File: config.mk
export PLATFORM = sky130hd
export DESIGN_NAME = mux8to1_flat
export DESIGN_NICKNAME = d
export VERILOG_FILES = /design/src/rtl/mux8to1_if.sv /design/src/rtl/mux8to1.sv /design/src/flat_wrapper.sv
export SDC_FILE = /design/constraint.sdc
export NUM_CORES = 1
export LEC_CHECK = 0
export CAP_MARGIN = 40
export CORE_AREA = 5 5 42 44
export CTS_BUF_LIST = sky130_fd_sc_hd__clkbuf_8
export DETAILED_ROUTE_END_ITERATION = 16
export DIE_AREA = 0 0 47 49
export DONT_BUFFER_PORTS = 1
export GPL_TIMING_DRIVEN = 1
export RECOVER_POWER = 100
export SLEW_MARGIN = 0
export SYNTH_ARGS = -nofsm -noshare
export SYNTH_HDL_FRONTEND = slang
export SYNTH_SLANG_ARGS = --single-unit
File: constraint.sdc
create_clock -name clk -period 0.9 [get_ports clk]
set_clock_uncertainty 0.1 [all_clocks]
set_input_delay 0.135 -clock clk [delete_from_list [all_inputs] [get_ports clk]]
set_output_delay 0.135 -clock clk [all_outputs]
set_load 0.01 [all_outputs]
File: src/rtl/mux8to1_if.sv
// Bundles the select, data, enable and output signals of mux8to1.
// Latency: none. This file only carries the signals.
// Backpressure: none. The mux accepts new inputs on every clock.
//
// Signals:
//   Sel [2:0] select index. It chooses channel I[Sel].
//   I   [7:0] data channels. I[k] is channel k.
//   SW        output enable. 1 passes the selected channel, 0 blanks the output.
//   Out [7:0] registered output of the mux.
// Modports:
//   master drives Sel, I and SW, and observes Out.
//   slave is the mux itself.
interface mux8to1_if;
    logic [2:0] Sel;
    logic [7:0] I;
    logic       SW;
    logic [7:0] Out;

    modport master (
        output Sel,
        output I,
        output SW,
        input  Out
    );

    modport slave (
        input  Sel,
        input  I,
        input  SW,
        output Out
    );
endinterface

File: src/rtl/mux8to1.sv
// Registered 8:1 bit selector. The chosen bit I[Sel] lands in Out at the same bit position.
// Latency: 1 clk from Sel, I or SW to Out. There is no combinational path from input to output.
// Backpressure: none. Inputs are sampled on every rising clk edge.
//
// Ports:
//   clk : single clock. All state updates on its rising edge.
//   rst : synchronous, active-high reset. Out loads OUT_RST.
//   bus : mux8to1_if.slave (Sel, I, SW in; Out out).
// Parameter:
//   OUT_RST : value loaded into Out on reset. The default is 8'h00.
// Build option:
//   MUX8TO1_BCAST_EN : when defined and SW=1, the selected bit is copied to all 8 Out bits.
//                      It does not change SW=0, reset or latency behaviour.
module mux8to1 #(
    parameter logic [7:0] OUT_RST = 8'h00
) (
    input  logic       clk,
    input  logic       rst,
    mux8to1_if.slave   bus
);

    logic [7:0] out_q;
    logic [7:0] out_d;

    // Next-state value. I[Sel] is passed through unmasked, so an X or Z on the
    // selected input stays visible at Out.
    always_comb begin
        out_d = 8'h00;
        if (bus.SW) begin
`ifdef MUX8TO1_BCAST_EN
            out_d = {8{bus.I[bus.Sel]}};
`else
            out_d[bus.Sel] = bus.I[bus.Sel];
`endif
        end
    end

    // Out is the only storage in the block. Reset overrides every other input.
    always_ff @(posedge clk) begin
        if (rst) begin
            out_q <= OUT_RST;
        end else begin
            out_q <= out_d;
        end
    end

    assign bus.Out = out_q;

endmodule

File: src/flat_wrapper.sv
// flat-port wrapper written by rule: the top's interface ports become plain ports
module mux8to1_flat 
#(
    parameter logic [7:0] OUT_RST = 8'h00
)
  (clk, rst, bus_Sel, bus_I, bus_SW, bus_Out);
  mux8to1_if bus_i ();
  input  logic clk;
  input  logic rst;
  input wire logic [$bits(bus_i.Sel)-1:0] bus_Sel;
  input wire logic [$bits(bus_i.I)-1:0] bus_I;
  input wire logic [$bits(bus_i.SW)-1:0] bus_SW;
  output wire logic [$bits(bus_i.Out)-1:0] bus_Out;
  assign bus_i.Sel = bus_Sel;
  assign bus_i.I = bus_I;
  assign bus_i.SW = bus_SW;
  assign bus_Out = bus_i.Out;
  mux8to1 #(.OUT_RST(OUT_RST)) u_core (.clk(clk), .rst(rst), .bus(bus_i));
endmodule
After elaboration in Yosys (flattened, before gate mapping)
Index checks and enable logic that the tools add are counted.
{"block": "op_classes", "magnitude_cmp": 2, "muxes": 4, "bitwise_logic": 2, "reduce_logical": 2}
{"cell": "$and A8 B8 Y8", "n": 1}
{"cell": "$lt A3 B4 Y1 const B", "n": 1}
{"cell": "$bmux W1 S3", "n": 1}
{"cell": "$demux W1 S3", "n": 1}
{"cell": "$ge A3 B1 Y1 const B", "n": 1}
{"cell": "$mux W1", "n": 2}
{"cell": "$reduce_or A2 Y1", "n": 1}
{"cell": "$logic_and A1 B1 Y1", "n": 1}
{"cell": "$not A1 Y1", "n": 1}
{"block": "totals", "register_bits": 8, "inputBits": 14, "elab_cells": 11}

Logic depth before layout (Yosys ltp)
{"block": "depth", "depth_word": 5, "ltp_mapped": 2, "ltp_nobuf": 2}

Worst setup path before layout
OpenSTA, ideal clock, no wires.
{"block": "synth_path", "path_type": "in2reg", "start": "input bus_Sel[2]", "end": "register u_core.out_q[7], in the netlist u_core.bus.Out[7]", "setup_ns": 0.116, "t_arrival_ns": 0.492, "path_slack_ns": 0.192, "cell_stages": 2, "path_buffers": 0, "path_cell_list": "and3b_1 > and4_1"}
{"block": "synth_via", "elab_chain_len": 5, "word_cells_on_any_way": 8, "cone_classes": "2 x order compare; 4 x mux; 1 x bitwise; 1 x reduce/logical"}
{"element": "from (decl)", "line": "flat_wrapper.sv:10", "source": "input wire logic [$bits(bus_i.Sel)-1:0] bus_Sel;"}
{"element": "$lt A3 B4 Y1 (not written as such) / $ge A3 B1 Y1 (equally long branches)", "line": "mux8to1.sv:33", "source": "out_d[bus.Sel] = bus.I[bus.Sel];"}
{"element": "$logic_and A1 B1 Y1 (not written as such)", "line": "mux8to1.sv:33"}
{"element": "$mux W1 (not written as such)", "line": "mux8to1.sv:33"}
{"element": "$demux W1 S3"}
{"element": "$and A8 B8 Y8 (no line) (*)"}
{"element": "to (signal assigned)", "line": "mux8to1.sv:43", "source": "out_q <= out_d;"}
{"element": "to (decl)", "line": "mux8to1.sv:22", "source": "logic [7:0] out_q;"}
Every way passes the cells marked *; elsewhere a longest branch is shown, timed or not. The select of a mux whose other input is x is not followed.
A chain may end at the register's enable or synchronous reset.

Worst setup path after layout
{"block": "layout_path", "start": "register u_core.out_q[5], in the netlist u_core.bus.Out[5]", "end": "output bus_Out[5]"}
{"element": "to (decl)", "line": "flat_wrapper.sv:13", "source": "output wire logic [$bits(bus_i.Out)-1:0] bus_Out;"}
No word-level cell between the ends.

==> impl_metrics.ini <==
[outcome]
status = finished, final reports clean

[critical_path]
crit_fanout = 1
cp_data_arrival_time_ns = 0.60
end_kind = primary output
worstSetupPathType = register to primary output
worst_ep_required_time_ns = 0.66
start_kind = register

[synth]
yosys-top-cells-area = dfxtp_1 (62%), and3_2 (8.8%), and3_1 (7.3%)
async_flop_share = 0
syn_nets = 35
yosysSeqAreaShare = 0.624
synth.avg_cell_area_um2 = 12.2
synth_top_area_share = 0.624
synth_warnings = 0
yosysUniqueCellTypes = 8
synth_top_area_cell = dfxtp_1
synth_ff_type = dfxtp_1
ys_seq_elements = 8
post_synth_inst_count = 21
synth-edff-count = 0
yosysMostFrequentCell = dfxtp_1
synthesis.area_um2 = 256
yosys-top-cells-count = dfxtp_1 (8), and3_1 (3), and3_2 (3)

[global_route]
grt_use_total = 0.0784
met3_usage = 0.0517
met1_usage = 0.0665
antenna_found_initial = 0
grt_pass1_vias = 277
grt_pass1_wl_um = 1160
overflow = 0
grt_use_met2 = 0.124
grt-busiest-layer = met2
grt_max_degree = 6

[floorplan]
initial_utilization = 0.183
coreArea_um2 = 1400
pin_count = 22
dieArea_um2 = 2300
die_h_um = 49
rows = 14
die_w_um = 47

[routing]
drtAntennaViolNets = 0
drc_errors = 0
num_vias = 220
avgRoutedWirePerCell_um = 16.0
vias_per_cell = 4.49
drtIter0Drc = 0
drt-total-wl_um = 783
first_pass_iters = 1

[final_layout]
area_growth_pct = 59.0
largest_reg_flops = 8
n_antenna_cell = 0
drive_gt1_frac = 0.212
multiInputGateArea_um2 = 96.3
finish.utilization = 0.291
ff_latch_area_um2 = 160
nFillCells = 146
final_nets = 49

[power]
p_leak_nw = 0.181
cellPowerDensity_nw_per_um2 = 2010
irDropWorstVdd_mv = 0.703

[timing]
period_needed_ns = 0.835
finalSetupViolations = 0
drv_slew = 0
period_share = 0.928
max-slew-margin-rel = 0.845
tightest_slew_ns = 0.231
hold_viol = 0
rsz0062_at_grt = false
fin_setup_tns_ns = 0
fmax_mhz = 1200

[clocking]
clock-sinks = 8
h-tree-depth = 1
cts_max_path_buffers = 2
path_clk_slew_ns = 0.04
cts_made_buffers = 3
cts_tree = done
cts_root_buffer = clkbuf_8

[placed_design]
globalplace.congestion = 0.759
numPortBuffers = 0

[job]
max-cap-violations = 0

[worst_hold_path]
hold_path.class = primary input to register
## final timing paths
kind | startpoint | endpoint | slack (ns) | cells past startpoint
max | u_core.bus.Out[5] | bus_Out[5] | 0.07 | 0
min | bus_Sel[0] | u_core.bus.Out[3] | 0.003 | 1
## where the power goes
group	switching [mW]	internal, mW
clock	0.120	0.288
sequential	0.00369	0.360
combinational	0.0117	0.0344
## cells by family after synthesis
| kind of cell | Yosys count | synth area share |
|---|---|---|
| DFF | 8 | 0.624 |
| and+or+nand+nor | 13 | 0.376 |
## layout by cell type (no fill, tap or decap)
master and n:
and3_1 3, and3_2 3, and3b_1 1, and4_1 2, clkbuf_8 3, dfxtp_1 8
dlygate4sd3_1 9, nor2_1 1, nor2b_1 2, nor3b_2 1
## layout make-up
| type | count | share of cell area |
|---|---|---|
| Clock buffer | 3 | 0.101 |
| Timing Repair Buffer | 9 | 0.221 |
| Tap cell | 16 | 0.0491 |
| Multi-Input combinational cell | 13 | 0.236 |
| Sequential cell | 8 | 0.393 |
## routing by layer
metal  up-vias  part of all wire
li1        100                 -
met1        99              0.39
met2        21              0.50
met3         0              0.11
met4         0                 0
met5         -                 0
## through the flow
| step | power [mW] | cells | worst slack [ns] | instance area, um2 | hold WS (ns) |
|---|---|---|---|---|---|
| after floorplan | 0.381 | 21 | 0.192 | 256 | 0.181 |
| after global placement | 0.383 | 37 | 0.182 | 277 | 0.193 |
| after detailed placement | 0.384 | 37 | 0.154 | 277 | 0.200 |
| after CTS | 0.833 | 49 | 0.0493 | 408 | 0.000956 |
| after global routing | 0.862 | 49 | 0.0370 | 408 | 0.0133 |
| final | 0.818 | 49 | 0.0650 | 408 | 0.00306 |
## timing repair
item,in CTS,in global routing
setup buffers,0,0
hold endpoints to repair,8,0
resized for setup,0,0
hold buffers,9,0
No activity file was read; power rests on OpenSTA's default activity.
